`src/rtl/ram_arbiter.sv`:
```
// Two-master single-port RAM arbiter.
// m0 (CPU) and m1 (DMA/loader) share one RAM port. Arbitration is
// combinational, so a lone requester is granted in the same cycle.
// Ties are broken round-robin. A master can hold the port with its lock
// input, but only for MAX_HOLD consecutive grants.
//
// Handshake: mX_req is a single-cycle request. mX_gnt high in the same
// cycle means the access was issued to the RAM in that cycle. A master
// that is not granted keeps req high and retries. For a granted read,
// mX_rvalid pulses exactly one cycle later, and mX_rdata is valid in that
// same cycle.
module ram_arbiter #(
   parameter int DATA_WIDTH = 16,
   parameter int ADDR_WIDTH = 16,
   parameter int MAX_HOLD   = 4
) (
   input  logic                  clk,
   input  logic                  rst,
   input  logic                  m0_req,
   input  logic                  m0_we,
   input  logic [ADDR_WIDTH-1:0] m0_addr,
   input  logic [DATA_WIDTH-1:0] m0_wdata,
   input  logic                  m0_lock,
   input  logic                  m1_req,
   input  logic                  m1_we,
   input  logic [ADDR_WIDTH-1:0] m1_addr,
   input  logic [DATA_WIDTH-1:0] m1_wdata,
   input  logic                  m1_lock,
   output logic                  m0_gnt,
   output logic                  m1_gnt,
   output logic                  m0_rvalid,
   output logic                  m1_rvalid,
   output logic [DATA_WIDTH-1:0] m0_rdata,
   output logic [DATA_WIDTH-1:0] m1_rdata,
   output logic                  ram_re,
   output logic                  ram_we,
   output logic [ADDR_WIDTH-1:0] ram_addr,
   output logic [DATA_WIDTH-1:0] ram_wdata,
   input  logic [DATA_WIDTH-1:0] ram_rdata,
   output logic [1:0]            dbg_state
);

   typedef enum logic [1:0] {
      IDLE = 2'd0,
      OWN0 = 2'd1,
      OWN1 = 2'd2
   } own_state_t;

   own_state_t state_q, state_d;
   logic       last_grant_q, last_grant_d;   // 0 = m0 granted last, 1 = m1
   logic [7:0] hold_q, hold_d;
   logic       rd_valid_q, rd_valid_d;
   logic       rd_id_q, rd_id_d;

   logic       gnt0, gnt1, any_gnt, sel_we, sel_lock, limit;
   logic [8:0] hold_inc;

   // Pick at most one master. An owner wins while it keeps requesting;
   // otherwise a lone requester wins, and a tie goes to the master that
   // was not granted last.
   always_comb begin
      gnt0 = 1'b0;
      gnt1 = 1'b0;
      if (!rst) begin
         if (state_q == OWN0 && m0_req) begin
            gnt0 = 1'b1;
         end else if (state_q == OWN1 && m1_req) begin
            gnt1 = 1'b1;
         end else if (m0_req && m1_req) begin
            if (last_grant_q) gnt0 = 1'b1;
            else              gnt1 = 1'b1;
         end else if (m0_req) begin
            gnt0 = 1'b1;
         end else if (m1_req) begin
            gnt1 = 1'b1;
         end
      end
   end

   // Mux the winner onto the RAM port; drive zeros when idle.
   always_comb begin
      any_gnt   = gnt0 | gnt1;
      sel_we    = 1'b0;
      sel_lock  = 1'b0;
      ram_addr  = '0;
      ram_wdata = '0;
      if (gnt0) begin
         sel_we    = m0_we;
         sel_lock  = m0_lock;
         ram_addr  = m0_addr;
         ram_wdata = m0_wdata;
      end else if (gnt1) begin
         sel_we    = m1_we;
         sel_lock  = m1_lock;
         ram_addr  = m1_addr;
         ram_wdata = m1_wdata;
      end
      ram_we = any_gnt & sel_we;
      ram_re = any_gnt & ~sel_we;
      m0_gnt = gnt0;
      m1_gnt = gnt1;
   end

   // Owner FSM and hold counter.
   // The hold count includes the grant that entered ownership. Ownership
   // is dropped on the grant that reaches MAX_HOLD, so that master is
   // then last_grant and loses the next tie.
   always_comb begin
      state_d  = state_q;
      hold_d   = hold_q;
      hold_inc = {1'b0, hold_q} + 9'd1;
      limit    = (hold_inc >= 9'(MAX_HOLD));
      case (state_q)
         IDLE: begin
            if (any_gnt && sel_lock && !limit) begin
               state_d = gnt0 ? OWN0 : OWN1;
               hold_d  = hold_inc[7:0];
            end
         end
         OWN0: begin
            if (gnt0 && m0_lock && !limit) begin
               hold_d = hold_inc[7:0];
            end else begin
               state_d = IDLE;
               hold_d  = 8'd0;
            end
         end
         OWN1: begin
            if (gnt1 && m1_lock && !limit) begin
               hold_d = hold_inc[7:0];
            end else begin
               state_d = IDLE;
               hold_d  = 8'd0;
            end
         end
         default: begin
            state_d = IDLE;
            hold_d  = 8'd0;
         end
      endcase
   end

   // Round-robin history and read-tag next values.
   always_comb begin
      last_grant_d = any_gnt ? gnt1 : last_grant_q;
      rd_valid_d   = any_gnt & ~sel_we;
      rd_id_d      = gnt1;
   end

   // State registers. The reset makes m0 win the first tie.
   always_ff @(posedge clk or posedge rst) begin
      if (rst) begin
         state_q      <= IDLE;
         last_grant_q <= 1'b1;
         hold_q       <= 8'd0;
         rd_valid_q   <= 1'b0;
         rd_id_q      <= 1'b0;
      end else begin
         state_q      <= state_d;
         last_grant_q <= last_grant_d;
         hold_q       <= hold_d;
         rd_valid_q   <= rd_valid_d;
         rd_id_q      <= rd_id_d;
      end
   end

   // Read return. The RAM data is shared, and the tag selects the owner
   // of the data.
   always_comb begin
      m0_rvalid = rd_valid_q & ~rd_id_q & ~rst;
      m1_rvalid = rd_valid_q &  rd_id_q & ~rst;
      m0_rdata  = ram_rdata;
      m1_rdata  = ram_rdata;
      dbg_state = state_q;
   end

endmodule

```
`config.mk`:
```
export PLATFORM = sky130hd
export DESIGN_NAME = ram_arbiter
export DESIGN_NICKNAME = d
export VERILOG_FILES = /design/src/rtl/ram_arbiter.sv
export SDC_FILE = /design/constraint.sdc
export NUM_CORES = 1
export LEC_CHECK = 0
export ABC_CLOCK_PERIOD_IN_PS = 5000
export CAP_MARGIN = 30
export CORE_MARGIN = 2
export CORE_UTILIZATION = 29
export DETAILED_ROUTE_END_ITERATION = 10
export PLACE_DENSITY = 0.87
export SKIP_LAST_GASP = 1
export SLEW_MARGIN = 40
export SYNTH_ARGS = -nofsm -noshare
export SYNTH_HDL_FRONTEND = slang
export SYNTH_SLANG_ARGS = --single-unit
```
`constraint.sdc`:
```
create_clock -name clk -period 5 [get_ports clk]
set_input_delay 1 -clock clk [delete_from_list [all_inputs] [get_ports clk]]
set_output_delay 1 -clock clk [all_outputs]
set_load 0.005 [all_outputs]
```
### Yosys cells after proc, flatten, opt, wreduce, memory -nomap -nowiden

Index checks and enable logic that the tools add are counted.

* logic and storage cells: 64
* flip-flop bits (word level): 13

* bitwise gates (word level): 10
* equal/unequal tests: 5
* $add $sub $neg: 1
* multiplexer cells: 30
* $lt $le $gt $ge: 1
* reductions and logical operators: 12

Operators with widths (number)
* 16-bit two-way mux: 4
* 8-bit two-way mux: 3
* 8-bit case mux with 3 select lines: 1
* 1-bit two-way mux: 17
* 8-bit by 1-bit adder with 9-bit output (second input constant): 1
* 9-bit by 3-bit greater-or-equal comparator with 1-bit output (second input constant): 1
* 1-bit logical AND: 9
* 2-bit two-way mux: 4
* 1-bit bitwise AND: 6
* 2-bit != test (second input constant): 3
* 2-bit case mux with 3 select lines: 1
* 1-bit inverter: 3
* 3-bit AND reduction: 1
* 2-bit by 1-bit equality test with 1-bit output (second input constant): 1
* 2-bit equality test (second input constant): 1
* 2-bit zero test: 1
* 1-bit zero test: 1
* 1-bit bitwise OR: 1

### Depth between registers and ports, before layout

Gate-level depths: netlist of the first run.

* depth in word-level cells: 12
* mapped depth: 7
* gate-level depth less buffers: 6

### Worst setup path after synthesis of the first run

No wires, ideal clock.

* path kind: input-to-output
* from: input port m0_req
* to: output port ram_re
* buffers on the path: 1
* data arrival time: 1.993 ns
* data required time: 4.000 ns
* path slack: 2.007 ns
* stages on the path: 6
* cells stage by stage: and2_1 -> a22o_1 -> nor3_4 -> buf_6 -> nor2_1 -> nor2_1

* longest elaborated chain between the ends: 9
* elaborated cells between the ends (all ways): 17

Ends and longest elaborated chain
* start, declared: RTL line 19 `input logic m0_req,`
* 1-bit two-way mux or 1-bit logical AND (tied branches): RTL line 72, 69
* 1-bit two-way mux: RTL line 69 `end else if (m0_req && m1_req) begin`
* 1-bit two-way mux: RTL line 67 `end else if (state_q == OWN1 && m1_req) begin`
* 1-bit two-way mux (*): RTL line 65 `if (state_q == OWN0 && m0_req) begin`
* 1-bit two-way mux (*): RTL line 64 `if (!rst) begin`
* named net m1_gnt: RTL line 30 `output logic m1_gnt,`
* 1-bit two-way mux: RTL line 92 `end else if (gnt1) begin`
* 1-bit two-way mux: RTL line 87 `if (gnt0) begin`
* 1-bit inverter: RTL line 99 `ram_re = any_gnt & ~sel_we;`
* 1-bit bitwise AND (*): RTL line 99
* end, declared: RTL line 35 `output logic ram_re,`

The timed path passes the listed nets; every way through them passes the cells marked *.

### Worst setup path after layout of the first run

* from: input port m1_req
* to: output port ram_re

* longest elaborated chain between the ends: 10
* elaborated cells between the ends (all ways): 17

Ends and longest elaborated chain
* start, declared: RTL line 24 `input logic m1_req,`
* 1-bit two-way mux: RTL line 74 `end else if (m1_req) begin`
* 1-bit two-way mux: RTL line 72 `end else if (m0_req) begin`
* 1-bit two-way mux: RTL line 69
* 1-bit two-way mux: RTL line 67
* 1-bit two-way mux: RTL line 65
* 1-bit two-way mux: RTL line 64
* 1-bit two-way mux: RTL line 92
* 1-bit two-way mux: RTL line 87
* 1-bit inverter: RTL line 99
* 1-bit bitwise AND (*): RTL line 99

Every way passes the cells marked *; elsewhere a longest branch is shown, timed or not.

==> results of run 1 <==
==> routing by layer <==
layer  wire length [um]  share of wire (%)
met5                  0                  0
met4                117                2.7
met3                396                9.2
met2               2290                 53
met1               1480                 35
==> cells in the final DEF (no fill, tap or decap) <==
cell / count
sky130_fd_sc_hd__a211o_1: 2
sky130_fd_sc_hd__a211oi_1: 3
sky130_fd_sc_hd__a21boi_2: 1
sky130_fd_sc_hd__a21o_1: 2
sky130_fd_sc_hd__a22o_1: 34
sky130_fd_sc_hd__a22oi_4: 1
sky130_fd_sc_hd__and2_1: 7
sky130_fd_sc_hd__and3_1: 1
sky130_fd_sc_hd__and4_4: 1
sky130_fd_sc_hd__buf_4: 2
sky130_fd_sc_hd__clkbuf_1: 1
sky130_fd_sc_hd__clkbuf_8: 3
sky130_fd_sc_hd__clkdlybuf4s50_1: 111
sky130_fd_sc_hd__dfrtp_1: 12
sky130_fd_sc_hd__dfstp_2: 1
sky130_fd_sc_hd__ha_1: 2
sky130_fd_sc_hd__inv_1: 3
sky130_fd_sc_hd__inv_2: 2
sky130_fd_sc_hd__mux2_1: 1
sky130_fd_sc_hd__mux2i_1: 1
sky130_fd_sc_hd__nand2_1: 3
sky130_fd_sc_hd__nand2_2: 1
sky130_fd_sc_hd__nand2b_1: 3
sky130_fd_sc_hd__nand3_1: 3
sky130_fd_sc_hd__nand3b_1: 2
sky130_fd_sc_hd__nand4_1: 2
sky130_fd_sc_hd__nand4b_1: 2
sky130_fd_sc_hd__nor2_1: 5
sky130_fd_sc_hd__nor2b_1: 2
sky130_fd_sc_hd__nor3_1: 1
sky130_fd_sc_hd__nor3_4: 1
sky130_fd_sc_hd__nor3b_1: 1
sky130_fd_sc_hd__nor4_2: 1
sky130_fd_sc_hd__o2111ai_1: 1
sky130_fd_sc_hd__o211ai_1: 1
sky130_fd_sc_hd__o22ai_1: 1
sky130_fd_sc_hd__o22ai_2: 1
==> Yosys cell counts, types with 2 or more instances <==
library cell	n
sky130_fd_sc_hd__inv_1	3
sky130_fd_sc_hd__buf_4	32
sky130_fd_sc_hd__a211o_1	2
sky130_fd_sc_hd__buf_6	3
sky130_fd_sc_hd__buf_2	4
sky130_fd_sc_hd__dfrtp_1	12
sky130_fd_sc_hd__nor2_1	5
sky130_fd_sc_hd__nand2b_1	3
sky130_fd_sc_hd__nand4b_1	2
sky130_fd_sc_hd__nand4_1	2
sky130_fd_sc_hd__nand3b_1	2
sky130_fd_sc_hd__a21o_1	2
sky130_fd_sc_hd__and2_1	7
sky130_fd_sc_hd__nand3_1	3
sky130_fd_sc_hd__nor2b_1	2
sky130_fd_sc_hd__a211oi_1	3
sky130_fd_sc_hd__nand2_1	3
sky130_fd_sc_hd__inv_2	2
sky130_fd_sc_hd__a22o_1	34
sky130_fd_sc_hd__ha_1	2
==> cells by family after synthesis <==
family,Yosys count
buffers and inverters,44
AO/OA/AOI/OAI,47
flip-flops,13
multiplexers,2
adder cells (fa/ha/maj),2
AND/OR/NAND/NOR,36
==> stage by stage <==
step	power [W]	util, %	hold WS [ns]
5_1_grt	0.000483	52.0	0.530
4_1_cts	0.000459	52.0	0.526
2_1_floorplan	0.000253	-	0.477
3_5_place_dp	0.000365	50.9	0.512
3_3_place_gp	0.000359	50.9	0.502
6_report	0.000457	52.0	0.521
==> layout make-up <==
class	instances	share of cell area, %
timing repair buffer	113	49.4
multi-input combinational	87	30.6
sequential	13	14.3
tap	52	2.86
clock buffer	4	1.98
inverter	5	0.824
==> how the worst max path moves through the flow <==
stage	to	depth (start not counted)	slack, ns	start
final	ram_re	8	0.81	m1_req
after global routing	ram_re	8	0.67	m1_req
after CTS	ram_re	8	0.82	m1_req
after detailed placement	ram_re	8	0.83	m1_req
after global placement	ram_re	8	0.89	m1_req
after floorplan	ram_re	6	2.01	m0_req
==> where the power goes <==
part	leakage [nW]	total [W]	internal, W	switching (W)
Sequential	0.173	0.000135	0.000118	0.0000168
Clock	0.0228	0.0000935	0.0000562	0.0000372
Combinational	0.723	0.000228	0.000146	0.0000819
==> registers in the layout, indices dropped and copies added (netlist names) <==
name and flops:
hold_q 8, rd_valid_q 1, rd_id_q 1, dbg_state 2
last_grant_q 1
==> out/qor.tcl, run 1 <==
set qor(preCtsSetupSlack_ns) 0.825
set qor(port-buffer-count) 111
set qor(synth_flop_cell) {sky130_fd_sc_hd__dfrtp_1}
set qor(synth-seq-area-share_pct) 24.4
set qor(timing.hold.worst_path_depth) 1
set qor(synthesis_to_layout_area_growth_pct) 70.5
set qor(gp_congestion) 0.853
set qor(worst-path-max-fanout) 35
set qor(result_of_the_run) {finished, final reports clean}
set qor(crit_path_cell_trace) {clkdlybuf4s50_1, inv_1, a211o_1, nand2_2, inv_2, a22o_1, nor2_1, clkdlybuf4s50_1}
set qor(met3_track_utilization_from_global_routing_pct) 5.06
set qor(yosys-top-cells-area) {sky130_fd_sc_hd__dfrtp_1, sky130_fd_sc_hd__a22o_1, sky130_fd_sc_hd__buf_4}
set qor(layout-drive-gt1-share_pct) 6.76
set qor(dpl_cell_area_um2) 2230
set qor(synth_simple_gate_area_share_pct) 17.2
set qor(final_nets) 313
set qor(final_area_um2) 2280
set qor(cp_slowest_stage_delay_ns) 0.52
set qor(reg2reg_depth) 6
set qor(regArea_um2) 327
set qor(synth_adder_area_share_pct) 1.87
set qor(fraction_of_the_mapped_netlist_area_in_compound_gates_pct) 31.5
set qor(use_met2_pct) 29.8
set qor(clock_latency_on_the_worst_skew_pair_ns) 0.24
set qor(critical_path.n_buffers_inverters) 4
set qor(cts-root-to-sink-buffers) 2
set qor(crit_arrival_ns) 3.19
set qor(number_of_clock_buffers_inserted_by_tritoncts) 3
set qor(vias_per_cell) 5.21
set qor(synthMuxAreaShare_pct) 1.59
set qor(floorplan.die.height_um) 71.9
set qor(sum_of_negative_setup_slack_ns) 0
set qor(final_antenna_net_count) 0
set qor(main_combinational_cell_family_by_area_after_synthesis) {compound AO/OA/AOI/OAI gates}
set qor(core_area_um2) 4380
set qor(max-slew-margin-rel_pct) 63.4
set qor(rsz0062_at_grt) {no}
set qor(r2r_start) {last_grant_q}
set qor(chipWidth_um) 71.9
set qor(hold_viol) 0
set qor(postCtsSetupRepairBufs) 0
set qor(htree_levels) 1
set qor(number_of_distinct_standard_cells_referenced_by_the_synthesized_netlist) 36
set qor(yosysTopAreaCellShare_pct) 22.5
set qor(fp-row-count) 24
set qor(clkSlewWorstSetupHoldPaths_ns) 0.05
set qor(holdBufCountCts) 0
set qor(drt_iter0_drc) 100
set qor(grt_pass1_wl_um) 6650
set qor(overflow) 0
set qor(power_per_cell_area_nw_per_um2) 200
set qor(placedCellCount) 270
set qor(finalWorstSetupSlack_ns) 0.809
set qor(drtPass1Iterations) 4
set qor(worst_pin_slew_ns) 0.548
set qor(hold_path_startpoint) {last_grant_q}
set qor(path_delay_family) {buffers and inverters}
set qor(yosys.area.top_type) {sky130_fd_sc_hd__dfrtp_1}
set qor(drt_drc_violations_left) 0
set qor(hold_end) {last_grant_q}
set qor(worst_clock_skew_ns) 0.000281
set qor(grt_use_total_pct) 16.3
set qor(max_freq_mhz) 239
set qor(tritoncts_num_sinks) 13
set qor(post_cts.resized_instances) 0
set qor(cts_tree) {done}
set qor(setup.reg_to_reg.worst_slack_ns) 3.14
set qor(critPathLaunchType) {input port}
set qor(globalRoute.busiestLayer) {met2}
set qor(global_route.usage.met1_pct) 17.3
set qor(ys_async_sr_fraction_pct) 100
set qor(yosysWarningCount) 0
set qor(critical_path.slowest_cell) {sky130_fd_sc_hd__clkdlybuf4s50_1}
set qor(synth.cell_area_um2) 1340
set qor(finalSetupViolations) 0
set qor(ys_seq_elements) 13
set qor(synth_xor_area_share_pct) 0
set qor(multi_input_area_um2) 697
set qor(postSynthCellCount) 144
set qor(detailed_place_hpwl_um) 3630
set qor(avgSynthCellArea_um2) 9.28
set qor(timing.rr.end) {rd_valid_q}
set qor(postSynthNetCount) 234
set qor(synth_edf_count) 0
set qor(dieArea_um2) 5170
set qor(final_min_period_over_clock_period_pct) 83.8
set qor(routed_wl_um) 4280
set qor(cpMostUsedCell) {sky130_fd_sc_hd__clkdlybuf4s50_1}
set qor(power.ir.vdd_worst_uv) 94.1
set qor(number_of_antenna_violations_at_the_first_check_in_global_routing) 0
set qor(end_kind) {output pin}
set qor(max-cap-violations) 0
set qor(boundaryPins) 160
set qor(critical_path_required_ns) 4.00
set qor(clock_tree.root_cell) {sky130_fd_sc_hd__clkbuf_8}
set qor(nFillCells) 391
set qor(route.vias.total) 1427
set qor(n_antenna_cell) 0
set qor(worst_hold_path_type) {flip-flop to flip-flop}
set qor(critPathKind) {input port to output pin}
set qor(cellLeakagePower_nw) 0.920
set qor(first_global_vias) 1402
set qor(instances_no_fill) 274
set qor(pin_count_of_the_biggest_net_entering_global_routing) 38
set qor(final_max_slew_viol_count) 0
set qor(time_the_worst_path_needs_with_i_o_delays_and_setup_ns) 4.19
set qor(initial_core_util_pct) 30.5
set qor(wl_per_cell_um) 15.6
No activity file was read; power rests on OpenSTA's default activity.
==> run 2, diff against run 1 <==
Settings changed: ABC_CLOCK_PERIOD_IN_PS 5000 to 4300, CORE_UTILIZATION 29 to 27, PLACE_DENSITY 0.87 to 0.82.
Clock period 5 ns to 4.3 ns, I/O delays scaled along.
==> run 2 against run 1 <==
  * Power is 16% higher
  * First-iteration DRC count is 74% lower
  * Critical path depth is 1 lower
  * Worst hold slack worse by 0.0074 ns
  * Non-clock buffer count is 3 higher
  * Die area is 7.0% higher
  * Sequential cell count stayed put
  * Clock-buffer cell count stayed put
  * Sequential share of layout area is 0.33 points lower
  * Sequential power is 15% higher
  * Clock power is 13% higher
  * Utilization is 2.9 points lower
  * Largest power group unchanged
==> out/qor.tcl, run 2 (synthesis gave the netlist of run 1 again) <==
set qor(critPathLaunchType) {input port}
set qor(final_min_period_over_clock_period_pct) 89.0
set qor(power_frac_seq_pct) 29.1
set qor(detailed_place_hpwl_um) 3700
set qor(drt_drc_violations_left) 0
set qor(wl_per_cell_um) 14.7
set qor(finalSetupViolations) 0
set qor(layout.cells.most_common_list) {sky130_fd_sc_hd__clkdlybuf4s50_1, sky130_fd_sc_hd__a22o_1, sky130_fd_sc_hd__dfrtp_1}
set qor(route.vias.total) 1402
set qor(max-slew-margin-rel_pct) 68.6
set qor(result_of_the_run) {finished, final reports clean}
set qor(synthesis_to_layout_area_growth_pct) 74.5
set qor(switching_power_w) 0.000153
set qor(postCtsSetupRepairBufs) 0
set qor(tritoncts_num_sinks) 13
set qor(largest-register) {hold_q}
set qor(max-cap-violations) 0
set qor(clkPwrFrac_pct) 19.9
set qor(power.ir.vdd_worst_uv) 96.6
set qor(routed_wl_um) 4290
set qor(htree_levels) 1
set qor(drt_iter0_drc) 26
set qor(max_freq_mhz) 261
set qor(number_of_clock_buffers_inserted_by_tritoncts) 3
set qor(core_area_um2) 4750
set qor(end_kind) {output pin}
set qor(drtPass1Iterations) 4
set qor(holdBufCountCts) 0
set qor(placedCellCount) 288
set qor(layout.cells.most_common) {sky130_fd_sc_hd__clkdlybuf4s50_1}
set qor(boundaryPins) 160
set qor(sum_of_negative_setup_slack_ns) 0
set qor(critical_path_required_ns) 3.44
set qor(largest_register_ffs) 8
set qor(gp_congestion) 0.730
set qor(post_cts.resized_instances) 0
set qor(grt_pass1_wl_um) 6490
set qor(fp-row-count) 25
set qor(regArea_um2) 327
set qor(multi_input_area_um2) 697
set qor(worst_hold_path_type) {flip-flop to flip-flop}
set qor(crit_arrival_ns) 2.97
set qor(initial_core_util_pct) 28.1
set qor(clock_latency_on_the_worst_skew_pair_ns) 0.24
set qor(pin_count_of_the_biggest_net_entering_global_routing) 22
set qor(n_antenna_cell) 0
set qor(final_nets) 316
set qor(chipWidth_um) 74.4
set qor(vias_per_cell) 4.80
set qor(clkSlewWorstSetupHoldPaths_ns) 0.06
set qor(dieArea_um2) 5530
set qor(worst-path-max-fanout) 21
set qor(port-buffer-count) 111
set qor(final_antenna_net_count) 0
set qor(time_the_worst_path_needs_with_i_o_delays_and_setup_ns) 3.83
set qor(number_of_antenna_violations_at_the_first_check_in_global_routing) 0
set qor(rsz0062_at_grt) {no}
set qor(instances_no_fill) 292
set qor(p_sw_share_pct) 28.8
set qor(power_per_cell_area_nw_per_um2) 228
set qor(floorplan.die.height_um) 74.4
set qor(first_global_vias) 1407
set qor(overall_power_after_layout_w) 0.000531
set qor(critPathKind) {input port to output pin}
set qor(cts-root-to-sink-buffers) 2
set qor(power.internal_w) 0.000378
set qor(overflow) 0
set qor(worst_pin_slew_ns) 0.469
set qor(power_frac_comb_pct) 51.0
set qor(cts_tree) {done}
set qor(hold_viol) 0
set qor(layout-drive-gt1-share_pct) 8.00
set qor(nFillCells) 453
set qor(final_max_slew_viol_count) 0
set qor(clock_tree.root_cell) {sky130_fd_sc_hd__clkbuf_8}
set qor(cellLeakagePower_nw) 0.939
set qor(worst_clock_skew_ns) 0.00497
set qor(grt_use_total_pct) 15.4
==> run 2: cell count changes in the layout (fill, tap and decap cells not counted) <==
cell and delta:
sky130_fd_sc_hd__buf_4 +2, sky130_fd_sc_hd__buf_12 +1
==> run 2: stage by stage <==
step           hold WS (ns)  instance area, um^2  worst slack (ns)  utilization (%)
6_report              0.514                 2330             0.473             49.1
3_5_place_dp          0.506                 2290             0.458             48.1
4_1_cts               0.515                 2330             0.441             49.1
3_3_place_gp          0.499                 2290             0.463             48.1
2_1_floorplan         0.477                 1340              1.59                -
5_1_grt               0.527                 2330             0.344             49.1
==> run 2: layout make-up <==
type | count | share of cell area [%]
inverter | 5 | 0.805
tap | 67 | 3.59
multi-input combinational | 87 | 29.9
clock buffer | 4 | 1.93
timing repair buffer | 116 | 49.8
sequential | 13 | 14.0
==> run 2: worst paths after layout <==
| kind | start | endpoint | slack (ns) | cells past startpoint |
|---|---|---|---|---|
| hold reg to reg | last_grant_q | last_grant_q | 0.51 | 1 |
| min in group asynchronous | rst | dbg_state[0] | 1.14 | 3 |
| setup / recovery | m0_req | ram_wdata[12] | 0.47 | 7 |
| max in group asynchronous | rst | last_grant_q | 2.93 | 3 |
| hold / removal | last_grant_q | last_grant_q | 0.51 | 1 |
| setup reg to reg | hold_q[0] | hold_q[0] | 2.52 | 5 |
==> run 2: worst max-delay path, stage by stage <==
cell	delay, ns
sky130_fd_sc_hd__clkdlybuf4s50_1	0.45
sky130_fd_sc_hd__and2_1	0.17
sky130_fd_sc_hd__a22o_1	0.22
sky130_fd_sc_hd__nor3_4	0.38
sky130_fd_sc_hd__buf_12	0.22
sky130_fd_sc_hd__a22o_1	0.13
sky130_fd_sc_hd__clkdlybuf4s50_1	0.52
==> run 2: routing by layer <==
layer / vias up / global-route usage [%] / routed length (um)
met5: - / 0 / 0
met4: 0 / 3.77 / 66
met3: 6 / 6.50 / 447
met2: 85 / 30.1 / 2360
met1: 642 / 14.9 / 1420
li1: 669 / - / -
==> run 2: power groups by stage <==
stage / logic, W / clock network (W) / registers (W)
after floorplan: 0.000142 / 0 / 0.000152
after global placement: 0.000269 / 0 / 0.000156
after detailed placement: 0.000273 / 0 / 0.000157
after CTS: 0.000274 / 0.000109 / 0.000155
after global routing: 0.000294 / 0.000116 / 0.000158
final: 0.000271 / 0.000106 / 0.000155
==> RTL change 1: new RTL, config.mk and constraints of run 1 <==
The parameter `DATA_WIDTH` goes from 16 to 32.
--- a/src/rtl/ram_arbiter.sv
+++ b/src/rtl/ram_arbiter.sv
@@ -10,7 +10,7 @@
 // mX_rvalid pulses exactly one cycle later, and mX_rdata is valid in that
 // same cycle.
 module ram_arbiter #(
-   parameter int DATA_WIDTH = 16,
+   parameter int DATA_WIDTH = 32,
    parameter int ADDR_WIDTH = 16,
    parameter int MAX_HOLD   = 4
 ) (
Interface: changed (6 resized); port bits go from 160 to 256. The function was not compared with the original's and may differ.
==> RTL change 1 against run 1 <==
Clock skew increased by 0.0047 ns; critical path type unchanged; area after synthesis increased by 31%; worst setup slack improved by 0.047 ns; sequential cell count unchanged; wire length increased by 89%; combinational power increased by 37%; hold slack got worse by 0.0013 ns; final area increased by 31%; count of clock-buffer cells in the layout unchanged; final cell count increased by 34%; total power increased by 19%; highest routed layer is now met5.
==> RTL change 1: results (changes against run 1) <==
- The number of cell instances on the worst register-to-register path is 6 (unchanged).
- The fraction of the yosys area taken by sequential cells is 0.187 (-0.0576).
- The total nets after synthesis is 338 (+44%).
- The number of global-route vias before repair came to 1938 (+38%).
- The placed cell count is 362 (+34%).
- The count of mapped cells out of synthesis is 200 (+39%).
- The slack of the worst reg-to-reg path came to 3.02 ns (-0.12 ns).
- The final setup skew is 0.00497 ns (+0.00469 ns).
- The number of vias per cell is 5.27 (+1.2%).
- The pin count of the biggest net entering global routing was 48 (+26%).
- The worst setup slack before clock tree synthesis is 0.880 ns (+0.0547 ns).
- The wire length of the first global-routing pass is 11.6 mm (+74%).
- The filler-free cell count of the finished design is 368 (+34%).
- The family of cells with the greatest summed delay on the critical path is buffers and inverters.
- The worst ir drop on vdd is 0.0000818 V (-13%).
- Ranked by total cell area, the synthesized netlist is headed by buf_4, a22o_1, dfrtp_1.
- The flow ran to the end, and the final reports show no timing, DRC or antenna violations.
- The slew at the pin with the worst max-slew slack came to 0.473 ns (-0.0751 ns).
- The proportion of layout cells with a drive suffix above 1 is 0.0584 (-0.00915).
- The final layout net count is 430 (+37%).
- The reported leakage power is 1.18 nW (+29%).
- The layout filler cell count came to 553 (+41%).
- In the synthesized netlist the dominant register cell turns out to be dfrtp_1.
- The start point of the worst hold path is hold_q[6].
- The data arrival time at the worst-slack endpoint is 3.14 ns (-0.05 ns).
- The highest cell delay on the worst timing path was 0.55 ns (+0.03 ns).
- The beginning of the worst register-to-register path is hold_q[0].
- The total track usage is 0.241 (+0.0774).
- By count the netlist is led by buf_4, a22o_1, dfrtp_1.
- In this run the clock root is driven by a clkbuf_8.
- The number of antenna violations at the first check in global routing is 4 (+4).
- The maximum fanout count along the critical path is 47 (+34%).
- The number of DRC violations after detailed-routing iteration 0 came to 119 (+19%).
- The number of buffer cells added on primary ports is 159 (+43%).
- The final weighted congestion in routability-driven placement is 0.861 (+0.99%).
## RTL change 1: metal layers
metal	vias up	global-route usage	share of wire	wire, um
met5	-	0	0.0020	16
met4	2	0.0617	0.016	133
met3	21	0.141	0.14	1160
met2	163	0.379	0.44	3580
met1	892	0.281	0.39	3190
li1	861	-	-	-
## RTL change 1: report_power, final
group	total, mW	switching [mW]	internal [mW]
clock network	0.0975	0.0410	0.0565
logic	0.313	0.116	0.197
registers	0.134	0.0156	0.118
## RTL change 1: area by class of cell
type	count	area, um2	area share
Clock buffer	4	45.0	0.0151
Sequential cell	13	327	0.109
Timing Repair Buffer	163	1630	0.548
Antenna cell	2	5.00	0.00168
Inverter	6	22.5	0.00755
Tap cell	75	93.8	0.0315
Multi-Input combinational cell	105	856	0.287
## RTL change 1: kinds of logic after synthesis
group	count (synthesis)	synth area share
simple gates	33	0.116
buf+inv	82	0.324
fa+ha+maj	2	0.0143
compound gates	69	0.354
flops	13	0.187
mux	1	0.00573
## RTL change 1: per-stage QoR
step / area [um2] / hold slack, ns / utilization / power, mW
after floorplan: 1750 / 0.469 / - / 0.290
after global routing: 2980 / 0.544 / 0.506 / 0.578
after CTS: 2980 / 0.519 / 0.506 / 0.549
final: 2980 / 0.520 / 0.507 / 0.544
after global placement: 2930 / 0.492 / 0.498 / 0.438
after detailed placement: 2930 / 0.503 / 0.498 / 0.449
## RTL change 1: final timing paths
check / endpoint
min in group asynchronous: rd_id_q
max reg2reg: hold_q[1]
max: ram_wdata[21]
min reg2reg: hold_q[6]
max in group asynchronous: last_grant_q
min: hold_q[6]
==> RTL change 2: new RTL, flow settings as in run 1 <==
Without the edit above. Take the reset off `hold_q` and load it in a clocked block of its own.
--- a/src/rtl/ram_arbiter.sv
+++ b/src/rtl/ram_arbiter.sv
@@ -152,16 +152,18 @@
       if (rst) begin
          state_q      <= IDLE;
          last_grant_q <= 1'b1;
-         hold_q       <= 8'd0;
          rd_valid_q   <= 1'b0;
          rd_id_q      <= 1'b0;
       end else begin
          state_q      <= state_d;
          last_grant_q <= last_grant_d;
-         hold_q       <= hold_d;
          rd_valid_q   <= rd_valid_d;
          rd_id_q      <= rd_id_d;
       end
+   end
+
+   always_ff @(posedge clk) begin
+      hold_q <= hold_d;
    end
 
    // Read return. The RAM data is shared, and the tag selects the owner
Formal check against the unedited RTL: differs if rst is asserted again (counterexample within 10 cycles, from zero or initial values and one cycle with rst high); with rst held inactive, the same outputs for 10 cycles.
==> RTL change 2 against run 1 <==
Sequential cell count stayed put; final area is 4.9% higher; combinational power is 31% lower; wire length is 1.3% higher; worst setup slack better by 0.020 ns; sequential share of layout area is 1.0 points higher; total power is 19% lower; core utilization is 1.4 points lower; maximum frequency is 0.48% higher; area after synthesis is 6.9% higher; critical path type unchanged; critical endpoint is now ram_addr[6].
==> RTL change 2: results (changes against run 1) <==
- In this run the worst setup path begins at rst.
- The final weighted congestion in routability-driven placement came to 0.839 (-1.6%).
- The setup fix buffers added after clock tree synthesis was 0 (unchanged).
- The number of warnings reported in the yosys synthesis log came to 0 (unchanged).
- The total nets after synthesis was 248 (+6.0%).
- The filler-free cell count of the finished design is 302 (+10%).
- The final critical path time including I/O delays and setup was 4.17 ns (-0.0201 ns).
- The worst relative slew slack is 0.549 (-0.0848).
- The maximum fanout count along the critical path is 28 (-20%).
- The total inserted antenna cells is 0 (unchanged).
- The reported leakage power is 0.902 nW (-1.9%).
- The number of instances on the worst hold path is 2 (+1).
- The number of DRC violations after detailed-routing iteration 0 is 60 (-40%).
- The final HPWL from detailed placement is 3.50 mm (-3.4%).
- The number of different library cells in the post-synthesis netlist is 38 (+5.6%).
- The share of total power in the clock network is 0.251 (+0.046).
- The count of flip-flops with a built-in enable after synthesis is 8 (+8).
- The clock tree root buffer cell is clkbuf_8.
- The slack of the worst reg-to-reg path was 2.74 ns (-0.40 ns).
- The wire length of the first global-routing pass is 6.22 mm (-6.5%).
- The worst ir drop on vdd is 0.0000716 V (-24%).
- The proportion of layout cells with a drive suffix above 1 is 0.0511 (-0.0165).
- The final setup skew was 0.00153 ns (+0.00125 ns).
- Sorting the synthesized cells by area gives the leading types as a22o_1, buf_4, edfxtp_1.
- The number of global-route vias before repair is 1329 (-5.2%).
- Counting instances in the post-synthesis netlist gives the leading cell types as buf_4, a22o_1, nor2_1.
- The count of mapped cells out of synthesis is 158 (+9.7%).
- The share of synthesized registers carrying an async set or reset was 0.385 (-0.615).
- The number of antenna violations at the first check in global routing is 0 (unchanged).
- The final layout net count was 326 (+4.2%).
- The net switching power figure came to 0.0850 mW (-38%).
- The placed cell count is 298 (+10%).
- The layout filler cell count is 426 (+9.0%).
- In this run the critical register-to-register path is captured at hold_q[5].
- The data arrival time at the worst-slack endpoint came to 3.17 ns (-0.02 ns).
- The pin count of the biggest net entering global routing is 38 (unchanged).
- The power dissipated in the clock network is 0.0926 mW (-1%).
- The fraction of the yosys area taken by sequential cells is 0.257 (+0.0122).
- The worst setup slack before clock tree synthesis is 0.814 ns (-0.0109 ns).
- In this run the critical register-to-register path is launched from hold_q[0].
- For this run, the leading register cell type out of synthesis is edfxtp_1.
- The flow ran to the end, and the final reports show no timing, DRC or antenna violations.
- The sequential group share of total power is 0.322 (+0.026).
- The number of vias per cell is 4.66 (-10%).
- The total wire length after detailed routing is 4.34 mm (+1.3%).
- The total track usage is 0.147 (-0.0166).
-- RTL change 2: metal layers --
layer / vias up / global-route usage / wire length (um)
li1: 708 / - / -
met1: 623 / 0.179 / 1700
met2: 63 / 0.224 / 2190
met3: 14 / 0.0488 / 353
met4: 0 / 0.0889 / 93
met5: - / 0 / 0
-- RTL change 2: logic make-up (layout without fill, tap and decap cells) --
| family | Yosys count | count (layout) | synth area share |
|---|---|---|---|
| flops | 13 | 13 | 0.257 |
| fa+ha+maj | 2 | 2 | 0.0175 |
| compound gates | 48 | 48 | 0.298 |
| simple gates | 47 | 47 | 0.180 |
| xor+xnor | 6 | 6 | 0.0368 |
| buf+inv | 42 | 119 | 0.211 |
-- RTL change 2: worst max path at each step --
stage,to,depth (start not counted)
floorplan,ram_re,5
finish,ram_addr[6],6
global placement,ram_wdata[6],6
detailed placement,ram_addr[6],6
global route,ram_addr[6],6
CTS,ram_addr[6],6
-- RTL change 2: critical path, delay by kind of cell --
kind / cells / cell delay [ns]
AO/OA/AOI/OAI: 1 / 0.19
AND/OR/NAND/NOR: 1 / 0.44
buffers and inverters: 4 / 1.53
-- RTL change 2: metrics by stage --
stage | hold slack [ns] | area (um2) | utilization
final | 0.506 | 2390 | 0.506
after CTS | 0.510 | 2390 | 0.506
after global routing | 0.529 | 2390 | 0.506
after global placement | 0.500 | 2340 | 0.496
after detailed placement | 0.501 | 2340 | 0.496
after floorplan | 0.477 | 1430 | -
-- RTL change 2: area by class of cell --
cell class | count | area, um2 | share of cell area
repair buffers | 113 | 1130 | 0.471
multi-input cells | 103 | 761 | 0.318
flip-flops and latches | 13 | 367 | 0.153
well taps | 67 | 83.8 | 0.0351
clock buffers | 4 | 45.0 | 0.0188
inverters | 2 | 7.51 | 0.00314
